### config.mk
export PLATFORM = sky130hd
export DESIGN_NAME = mc_ctrl_flat
export DESIGN_NICKNAME = d
export VERILOG_FILES = /design/src/rtl/mc_ctrl_if.sv /design/src/rtl/mc_ctrl.sv /design/src/flat_wrapper.sv
export SDC_FILE = /design/constraint.sdc
export NUM_CORES = 1
export LEC_CHECK = 0
export ABC_AREA = 0
export CORE_ASPECT_RATIO = 1.2
export CORE_UTILIZATION = 38
export CTS_CLUSTER_DIAMETER = 120
export DETAILED_ROUTE_END_ITERATION = 8
export PLACE_DENSITY = 0.86
export SYNTH_ARGS = -nofsm -noshare
export SYNTH_HDL_FRONTEND = slang
export SYNTH_SLANG_ARGS = --single-unit
### constraint.sdc
create_clock -name clk -period 1.92 [get_ports clk]
set_clock_uncertainty 0.05 [all_clocks]
set_input_delay 0.384 -clock clk [delete_from_list [all_inputs] [get_ports clk]]
set_output_delay 0.384 -clock clk [all_outputs]
set_load 0.03 [all_outputs]
### src/rtl/mc_ctrl_if.sv
// Control bundle between the multicycle control FSM and the datapath.
// master = controller (drives ALU/mux/enable controls), slave = datapath.
interface mc_ctrl_if #(parameter int ALUOP_W = 4);
  logic [5:0]         Op;
  logic [5:0]         Funct;
  logic               Zero;
  logic               mem_ready;
  logic [ALUOP_W-1:0] ALUOp;
  logic               alu_srca;
  logic [1:0]         alu_srcb;
  logic               op_swap;
  logic               ext_op;
  logic [1:0]         pc_src;
  logic               pc_wr;
  logic               ir_wr;
  logic               mem_rd;
  logic               mem_wr;
  logic               iord;
  logic               rf_wr;
  logic [1:0]         reg_dst;
  logic [1:0]         wd_sel;
  logic               illegal;

  modport master (
    input  Op, Funct, Zero, mem_ready,
    output ALUOp, alu_srca, alu_srcb, op_swap, ext_op, pc_src, pc_wr, ir_wr,
           mem_rd, mem_wr, iord, rf_wr, reg_dst, wd_sel, illegal
  );

  modport slave (
    output Op, Funct, Zero, mem_ready,
    input  ALUOp, alu_srca, alu_srcb, op_swap, ext_op, pc_src, pc_wr, ir_wr,
           mem_rd, mem_wr, iord, rf_wr, reg_dst, wd_sel, illegal
  );
endinterface

### src/rtl/mc_ctrl.sv
// Multicycle MIPS control FSM: sequences fetch/decode/execute/memory/writeback.
// Moore outputs per state; FETCH enables gated by mem_ready, BRANCH pc_wr by Zero.
module mc_ctrl #(
  parameter int ALUOP_W = 4
) (
  input logic      clk,
  input logic      rst,
  mc_ctrl_if.master bus
);

  localparam logic [ALUOP_W-1:0] A_NOP  = ALUOP_W'(0);
  localparam logic [ALUOP_W-1:0] A_ADD  = ALUOP_W'(1);
  localparam logic [ALUOP_W-1:0] A_SUB  = ALUOP_W'(2);
  localparam logic [ALUOP_W-1:0] A_AND  = ALUOP_W'(3);
  localparam logic [ALUOP_W-1:0] A_OR   = ALUOP_W'(4);
  localparam logic [ALUOP_W-1:0] A_SLT  = ALUOP_W'(5);
  localparam logic [ALUOP_W-1:0] A_SLTU = ALUOP_W'(6);
  localparam logic [ALUOP_W-1:0] A_NOR  = ALUOP_W'(7);
  localparam logic [ALUOP_W-1:0] A_XOR  = ALUOP_W'(8);
  localparam logic [ALUOP_W-1:0] A_SRLV = ALUOP_W'(9);
  localparam logic [ALUOP_W-1:0] A_SLLV = ALUOP_W'(10);
  localparam logic [ALUOP_W-1:0] A_SRAV = ALUOP_W'(11);

  localparam logic [5:0] OP_R    = 6'b000000;
  localparam logic [5:0] OP_J    = 6'b000010;
  localparam logic [5:0] OP_JAL  = 6'b000011;
  localparam logic [5:0] OP_BEQ  = 6'b000100;
  localparam logic [5:0] OP_BNE  = 6'b000101;
  localparam logic [5:0] OP_ADDI = 6'b001000;
  localparam logic [5:0] OP_SLTI = 6'b001010;
  localparam logic [5:0] OP_ANDI = 6'b001100;
  localparam logic [5:0] OP_ORI  = 6'b001101;
  localparam logic [5:0] OP_XORI = 6'b001110;
  localparam logic [5:0] OP_LW   = 6'b100011;
  localparam logic [5:0] OP_SW   = 6'b101011;

  typedef enum logic [3:0] {
    S_FETCH, S_DECODE, S_REXEC, S_IEXEC, S_ALUWB, S_MEMADR,
    S_MEMRD, S_MEMWB, S_MEMWR, S_BRANCH, S_JUMP, S_JAL
  } state_t;

  state_t state;

  logic               r_ok;
  logic [ALUOP_W-1:0] r_alu;
  logic               r_swap;
  logic [ALUOP_W-1:0] i_alu;
  logic               i_ext;
  logic               op_ok;

  always_comb begin
    r_ok   = 1'b1;
    r_alu  = A_NOP;
    r_swap = 1'b0;
    case (bus.Funct)
      6'b100000, 6'b100001: r_alu = A_ADD;
      6'b100010, 6'b100011: r_alu = A_SUB;
      6'b100100:            r_alu = A_AND;
      6'b100101:            r_alu = A_OR;
      6'b100110:            r_alu = A_XOR;
      6'b100111:            r_alu = A_NOR;
      6'b101010:            r_alu = A_SLT;
      6'b101011:            r_alu = A_SLTU;
      // variable shifts take the shift amount from rs, so operands are swapped
      6'b000100: begin r_alu = A_SLLV; r_swap = 1'b1; end
      6'b000110: begin r_alu = A_SRLV; r_swap = 1'b1; end
      6'b000111: begin r_alu = A_SRAV; r_swap = 1'b1; end
      default:              r_ok  = 1'b0;
    endcase
  end

  always_comb begin
    i_alu = A_ADD;
    i_ext = 1'b1;
    case (bus.Op)
      OP_SLTI: i_alu = A_SLT;
      OP_ANDI: begin i_alu = A_AND; i_ext = 1'b0; end
      OP_ORI:  begin i_alu = A_OR;  i_ext = 1'b0; end
      OP_XORI: begin i_alu = A_XOR; i_ext = 1'b0; end
      default: ;
    endcase
  end

  always_comb begin
    case (bus.Op)
      OP_R:                                         op_ok = r_ok;
      OP_J, OP_JAL, OP_BEQ, OP_BNE, OP_LW, OP_SW,
      OP_ADDI, OP_SLTI, OP_ANDI, OP_ORI, OP_XORI:   op_ok = 1'b1;
      default:                                      op_ok = 1'b0;
    endcase
  end

  always_ff @(posedge clk or posedge rst) begin
    if (rst) begin
      state <= S_FETCH;
    end else begin
      case (state)
        S_FETCH:  if (bus.mem_ready) state <= S_DECODE;
        S_DECODE: begin
          if (!op_ok) state <= S_FETCH;
          else case (bus.Op)
            OP_R:          state <= S_REXEC;
            OP_LW, OP_SW:  state <= S_MEMADR;
            OP_BEQ, OP_BNE: state <= S_BRANCH;
            OP_J:          state <= S_JUMP;
            OP_JAL:        state <= S_JAL;
            default:       state <= S_IEXEC;
          endcase
        end
        S_REXEC:  state <= S_ALUWB;
        S_IEXEC:  state <= S_ALUWB;
        S_MEMADR: state <= (bus.Op == OP_LW) ? S_MEMRD : S_MEMWR;
        S_MEMRD:  if (bus.mem_ready) state <= S_MEMWB;
        S_MEMWR:  if (bus.mem_ready) state <= S_FETCH;
        default:  state <= S_FETCH;
      endcase
    end
  end

  // Forced to zero while rst is high so an async reset kills any in-flight write at once.
  always_comb begin
    bus.ALUOp    = A_NOP;
    bus.alu_srca = 1'b0;
    bus.alu_srcb = 2'b00;
    bus.op_swap  = 1'b0;
    bus.ext_op   = 1'b0;
    bus.pc_src   = 2'b00;
    bus.pc_wr    = 1'b0;
    bus.ir_wr    = 1'b0;
    bus.mem_rd   = 1'b0;
    bus.mem_wr   = 1'b0;
    bus.iord     = 1'b0;
    bus.rf_wr    = 1'b0;
    bus.reg_dst  = 2'b00;
    bus.wd_sel   = 2'b00;
    bus.illegal  = 1'b0;
    if (!rst) begin
      case (state)
        S_FETCH: begin
          bus.mem_rd   = 1'b1;
          bus.alu_srcb = 2'b01;
          bus.ALUOp    = A_ADD;
          bus.pc_wr    = bus.mem_ready;
          bus.ir_wr    = bus.mem_ready;
        end
        S_DECODE: begin
          bus.alu_srcb = 2'b11;
          bus.ext_op   = 1'b1;
          bus.ALUOp    = A_ADD;
          bus.illegal  = !op_ok;
        end
        S_REXEC: begin
          bus.alu_srca = 1'b1;
          bus.ALUOp    = r_alu;
          bus.op_swap  = r_swap;
        end
        S_IEXEC: begin
          bus.alu_srca = 1'b1;
          bus.alu_srcb = 2'b10;
          bus.ALUOp    = i_alu;
          bus.ext_op   = i_ext;
        end
        S_ALUWB: begin
          bus.rf_wr   = 1'b1;
          bus.reg_dst = (bus.Op == OP_R) ? 2'b01 : 2'b00;
        end
        S_MEMADR: begin
          bus.alu_srca = 1'b1;
          bus.alu_srcb = 2'b10;
          bus.ext_op   = 1'b1;
          bus.ALUOp    = A_ADD;
        end
        S_MEMRD: begin
          bus.mem_rd = 1'b1;
          bus.iord   = 1'b1;
        end
        S_MEMWB: begin
          bus.rf_wr  = 1'b1;
          bus.wd_sel = 2'b01;
        end
        S_MEMWR: begin
          bus.mem_wr = 1'b1;
          bus.iord   = 1'b1;
        end
        S_BRANCH: begin
          bus.alu_srca = 1'b1;
          bus.ALUOp    = A_SUB;
          bus.pc_src   = 2'b01;
          bus.pc_wr    = (bus.Op == OP_BNE) ? !bus.Zero : bus.Zero;
        end
        S_JUMP: begin
          bus.pc_src = 2'b10;
          bus.pc_wr  = 1'b1;
        end
        S_JAL: begin
          bus.pc_src  = 2'b10;
          bus.pc_wr   = 1'b1;
          bus.rf_wr   = 1'b1;
          bus.reg_dst = 2'b10;
          bus.wd_sel  = 2'b10;
        end
        default: ;
      endcase
    end
  end

endmodule

### src/flat_wrapper.sv
// flat-port wrapper written by rule: the top's interface ports become plain ports
module mc_ctrl_flat 
#(
  parameter int ALUOP_W = 4
)
  (clk, rst, bus_Op, bus_Funct, bus_Zero, bus_mem_ready, bus_ALUOp, bus_alu_srca, bus_alu_srcb, bus_op_swap, bus_ext_op, bus_pc_src, bus_pc_wr, bus_ir_wr, bus_mem_rd, bus_mem_wr, bus_iord, bus_rf_wr, bus_reg_dst, bus_wd_sel, bus_illegal);
  mc_ctrl_if #(.ALUOP_W(ALUOP_W)) bus_i ();
  input logic clk;
  input logic rst;
  input wire logic [$bits(bus_i.Op)-1:0] bus_Op;
  input wire logic [$bits(bus_i.Funct)-1:0] bus_Funct;
  input wire logic [$bits(bus_i.Zero)-1:0] bus_Zero;
  input wire logic [$bits(bus_i.mem_ready)-1:0] bus_mem_ready;
  output wire logic [$bits(bus_i.ALUOp)-1:0] bus_ALUOp;
  output wire logic [$bits(bus_i.alu_srca)-1:0] bus_alu_srca;
  output wire logic [$bits(bus_i.alu_srcb)-1:0] bus_alu_srcb;
  output wire logic [$bits(bus_i.op_swap)-1:0] bus_op_swap;
  output wire logic [$bits(bus_i.ext_op)-1:0] bus_ext_op;
  output wire logic [$bits(bus_i.pc_src)-1:0] bus_pc_src;
  output wire logic [$bits(bus_i.pc_wr)-1:0] bus_pc_wr;
  output wire logic [$bits(bus_i.ir_wr)-1:0] bus_ir_wr;
  output wire logic [$bits(bus_i.mem_rd)-1:0] bus_mem_rd;
  output wire logic [$bits(bus_i.mem_wr)-1:0] bus_mem_wr;
  output wire logic [$bits(bus_i.iord)-1:0] bus_iord;
  output wire logic [$bits(bus_i.rf_wr)-1:0] bus_rf_wr;
  output wire logic [$bits(bus_i.reg_dst)-1:0] bus_reg_dst;
  output wire logic [$bits(bus_i.wd_sel)-1:0] bus_wd_sel;
  output wire logic [$bits(bus_i.illegal)-1:0] bus_illegal;
  assign bus_i.Op = bus_Op;
  assign bus_i.Funct = bus_Funct;
  assign bus_i.Zero = bus_Zero;
  assign bus_i.mem_ready = bus_mem_ready;
  assign bus_ALUOp = bus_i.ALUOp;
  assign bus_alu_srca = bus_i.alu_srca;
  assign bus_alu_srcb = bus_i.alu_srcb;
  assign bus_op_swap = bus_i.op_swap;
  assign bus_ext_op = bus_i.ext_op;
  assign bus_pc_src = bus_i.pc_src;
  assign bus_pc_wr = bus_i.pc_wr;
  assign bus_ir_wr = bus_i.ir_wr;
  assign bus_mem_rd = bus_i.mem_rd;
  assign bus_mem_wr = bus_i.mem_wr;
  assign bus_iord = bus_i.iord;
  assign bus_rf_wr = bus_i.rf_wr;
  assign bus_reg_dst = bus_i.reg_dst;
  assign bus_wd_sel = bus_i.wd_sel;
  assign bus_illegal = bus_i.illegal;
  mc_ctrl #(.ALUOP_W(ALUOP_W)) u_core (.clk(clk), .rst(rst), .bus(bus_i));
endmodule
# Yosys cells after proc, flatten, opt, wreduce, memory -nomap -nowiden
# Index checks and enable logic that the tools add are counted.
dict set report totals {
  reg_bits 4
  out_inout_bits 22
  wordCells 106
}
dict set report classes {
  eq_ne 38
  muxes 45
  n_reduce_logical 22
}
# cell count
set op_table {}
lappend op_table {{$eq A6 B6 Y1 const B} 12}
lappend op_table {{$pmux W4 S11} 1}
lappend op_table {{$pmux W4 S4} 2}
lappend op_table {{$eq A6 B3 Y1 const B} 5}
lappend op_table {{$eq A6 B4 Y1 const B} 5}
lappend op_table {{$mux W4} 6}
lappend op_table {{$pmux W4 S6} 1}
lappend op_table {{$mux W1} 23}
lappend op_table {{$pmux W4 S5} 1}
lappend op_table {{$reduce_or A2 Y1} 10}
lappend op_table {{$eq A4 B3 Y1 const B} 4}
lappend op_table {{$eq A4 B4 Y1 const B} 4}
lappend op_table {{$reduce_or A13 Y1} 1}
lappend op_table {{$eq A6 B2 Y1 const B} 2}
lappend op_table {{$pmux W2 S2} 3}
lappend op_table {{$reduce_or A3 Y1} 4}
lappend op_table {{$reduce_or A11 Y1} 1}
lappend op_table {{$eq A4 B2 Y1 const B} 2}
lappend op_table {{$mux W2} 4}
lappend op_table {{$logic_not A6 Y1} 1}
lappend op_table {{$ne A2 B2 Y1 const B} 3}
lappend op_table {{$pmux W2 S3} 1}
lappend op_table {{$eq A4 B1 Y1 const B} 1}
lappend op_table {{$logic_not A4 Y1} 1}
lappend op_table {{5 further kinds} 7}

# Longest topological paths before layout
dict set report depth {
  ltp_word 7
  mapped_depth 6
}

# Least setup slack after synthesis
# No wires, ideal clock.
dict set report synth_path {
  kind {register to output}
  start {reg u_core.state[1]}
  end {out bus_ALUOp[0]}
  t_arrival_ps 2559
  required_time_ps 1486
  slack_ps -1073
  path_stages_with_launch 5
  path_buffers 1
  path_cell_list {dfrtp_1 -> clkbuf_1 -> nor4_1 -> nor2_4 -> a31oi_1}
}
dict set report synth_via {
  elab_chain_cells 4
  word_cells_on_any_way 9
  classes_between {5 x eq/ne; 2 x mux; 2 x reduce/logical}
}
# element line_no
set synth_rtl {}
lappend synth_rtl {{start: declaration} mc_ctrl.sv:42} ;# state_t state;
lappend synth_rtl {{start signal: assignment} mc_ctrl.sv:112} ;# S_MEMADR: state <= (bus.Op == OP_LW) ? S_MEMRD : S_MEMWR;
lappend synth_rtl {{$eq A4 B3 Y1 (tied with other cells)} mc_ctrl.sv:138} ;# case (state)
lappend synth_rtl {{$reduce_or A3 Y1 (no source line)} n/a}
lappend synth_rtl {{$pmux W4 S4 *} mc_ctrl.sv:138}
lappend synth_rtl {{$mux W4 *} mc_ctrl.sv:137} ;# if (!rst) begin
lappend synth_rtl {{end: declaration} flat_wrapper.sv:14} ;# output wire logic [$bits(bus_i.ALUOp)-1:0] bus_ALUOp;
# Every way passes the cells marked *; elsewhere a longest branch is shown, timed or not.

# Worst setup path after layout
dict set report layout_path {
  start {reg u_core.state[2]}
  end {out bus_ALUOp[0]}
}
# Same word-level chain as after synthesis.

==> run_results.csv <==
group,metric,value,unit
cells_and_area,drive_above_1_share,61.1,%
floorplan,die_y,56.6,um
detailed_routing,drcViolationCount,0,
clock_tree,clock_latency,240,ps
setup_path,slowest_delay,440,ps
setup_path,required,1490,ps
cells_and_area,top_register,"u_core.state",
synthesis,yosys-top-cells-count,"nor2_1, nand2_1, a21oi_1",
sta,period_share,133,%
clock_tree,clockBufferDepth,2,
synthesis,synth_area_leaders,"dfrtp_1, nor2_1, a21oi_1",
setup_path,path_class,"register to output port",
grt,antenna_found_initial,0,
synthesis,syn-instance-count,147,
floorplan,ioPinCount,38,
floorplan,start_util,40.5,%
cells_and_area,reg_top3,"u_core.state x4",
sta,setup_violations,23,
synthesis,synth_area,943,um2
grt,grt_pass1_vias,1605,
setup_path,path_buf_inv,2,
setup_path,cp.arrival,2130,ps
power,peakVddDrop,0.889,mV
cells_and_area,nets,262,
cells_and_area,syn2layout_area_growth,138,%
setup_path,timing.rr.start,"u_core.state[3]",
detailed_routing,routedWlPerCell,26.5,um
detailed_routing,drt_iter0_drc,133,
setup_path,worst-path-max-fanout,3,
grt,grt_max_degree,16,
grt,overflow,0,
setup_path,critPathMostFrequentCell,"buf_6",
clock_tree,root_buffer,"clkbuf_4",
sta,slew_headroom,77.7,%
floorplan,core_area,0.00233,mm2
grt,grt_pass1_wl,8.20,mm
cells_and_area,antenna_cells,0,
setup_path,reg2reg_depth,6,
sta,finalHoldViolCount,0,
sta,fin_crit,2560,ps
power,power_leakage,1.00,nW
outcome,status,"finished, violations left",
clock_tree,cts.htree.levels,1,
sta,drv_slew,0,
sta,max_freq,391,MHz
setup_path,critPathLaunch,"u_core.state[2]",
synthesis,synth_top_cell_by_area,"dfrtp_1",
cells_and_area,post-route-util,96.4,%
cells_and_area,largest_register_ffs,4,
detailed_routing,vias_per_cell,7.13,
power,p_per_area,751,mW/mm2
synthesis,synth_ff_type,"dfrtp_1",
sta,worst_pin_slew,331,ps
setup_path,start_kind,"register",
floorplan,rows,19,
detailed_routing,antenna_left,0,
sta,rsz0062_at_grt,"true",
synthesis,synth_cell_types,50,
synthesis,avgSynthCellArea,6.42,um2
sta,finalSetupTns,-5470,ps
placed_design,dp_hpwl,3.10,mm
setup_path,cpMaxStageDelayCell,"or4_4",
synthesis,ys_seq_elements,4,
cells_and_area,nFillCells,49,
setup_path,rr_endpoint,"u_core.state[0]",
floorplan,die_x,47.5,um
synthesis,yosysTopAreaCellShare,10.6,%
setup_path,cp-end-kind,"output port",
synthesis,ys_async_sr_fraction,100,%
setup_path,regToRegSetupSlack,10,ps
detailed_routing,wl,7.29,mm
synthesis,synth_enable_flop_cells,0,
placed_design,gp_congestion,0.925,
detailed_routing,vias,1962,
synthesis,seq_area_frac_synth,10.6,%
synthesis,syn-num-nets,163,
synthesis,ys_warn_count,0,
clock_tree,clkTransAtPathRegs,40,ps
setup_path,path_delay_family,"simple AND/OR/NAND/NOR gates",
job,maxCapViolations,0,
clock_tree,clock_sinks,4,
floorplan,die-area,0.00269,mm2
detailed_routing,drtPass1Iterations,6,
hold_path,min_path_type,"input port to async pin",
grt,grt.total_usage,42.6,%
clock_tree,cts_buffers,3,
synthesis,yosysMostFrequentCell,"nor2_1",
placed_design,io_buffers,37,
setup_path,crit_chain,"nand2b_4 -> or4_4 -> buf_6 -> or3_4 -> a31oi_4 -> buf_6",
outcome,failed_checks,"setup timing",
clock_tree,cts_tree,"built",
sta,layout_setup_ws,-640,ps
-- cells by family after synthesis --
kind of cell    Yosys count  share of synthesized area (%)
simple gates             86                           53.2
buf+inv                  15                           6.23
mux                       1                           1.06
xor+xnor                  2                           1.86
flops                     4                           10.6
compound gates           39                           27.1
-- cell type report --
class	instances	area (um2)	area share, %
timing repair buffer	103	948	42.2
sequential	4	100	4.46
clock buffer	3	22.5	1.00
inverter	6	22.5	1.00
tap	31	38.8	1.73
multi-input combinational	128	1110	49.6
-- worst max-delay path by stage --
stage | endpoint | slack (ps) | cells after the start
after floorplan | bus_ALUOp[3] | -300 | 5
after global placement | bus_illegal | -960 | 7
after detailed placement | bus_illegal | -990 | 7
after CTS | bus_ALUOp[0] | -540 | 6
after global routing | bus_ALUOp[3] | -650 | 8
final | bus_ALUOp[0] | -640 | 6
-- worst reg2reg max path, stage by stage, from the launching register on --
cell and delay [ps]:
dfrtp_1 410, buf_6 170, nand2b_4 180, buf_4 170, nor3_2 240, or3b_1 410, a31oi_1 200
-- stage by stage --
| step | area (um2) | total power [W] | setup WS, ps | hold WS, ps | instances |
|---|---|---|---|---|---|
| after floorplan | 1090 | 0.000610 | -298 | 398 | 147 |
| after global placement | 1750 | 0.000919 | -959 | 625 | 252 |
| after detailed placement | 1750 | 0.000953 | -986 | 647 | 252 |
| after CTS | 2030 | 0.00124 | -543 | 343 | 266 |
| after global routing | 2250 | 0.00172 | -652 | 214 | 275 |
| final | 2250 | 0.00169 | -640 | 200 | 275 |
-- timing repair --
item                       CTS  global route
gates cloned                 0             1
pin swaps                   14            11
resized for setup           89            32
hold buffers                 0             0
setup endpoints to repair   22            23
buffers inserted            12            12
-- metal layers --
metal	vias up	global-route usage (%)	wire [um]
met4	0	22.0	903
li1	734	-	-
met1	882	48.7	2250
met5	-	0	0
met3	106	8.36	937
met2	240	70.5	3200
-- power by group --
group / internal (W) / switching [W]
clock: 0.0000702 / 0.0000393
combinational: 0.000682 / 0.000773
sequential: 0.000103 / 0.0000189
total: 0.000856 / 0.000832
-- cell usage in the layout, fill, tap and decap left out, types with 5 or more instances in the layout --
cell	netlist	final
a21oi_4	0	5
nor2_1	19	10
buf_4	0	54
nor2_4	1	8
clkdlybuf4s50_1	0	5
nand3_1	6	5
nand2_1	13	11
a21oi_1	12	8
buf_6	0	33
inv_1	6	6
Power figures use the tool's default switching activity.
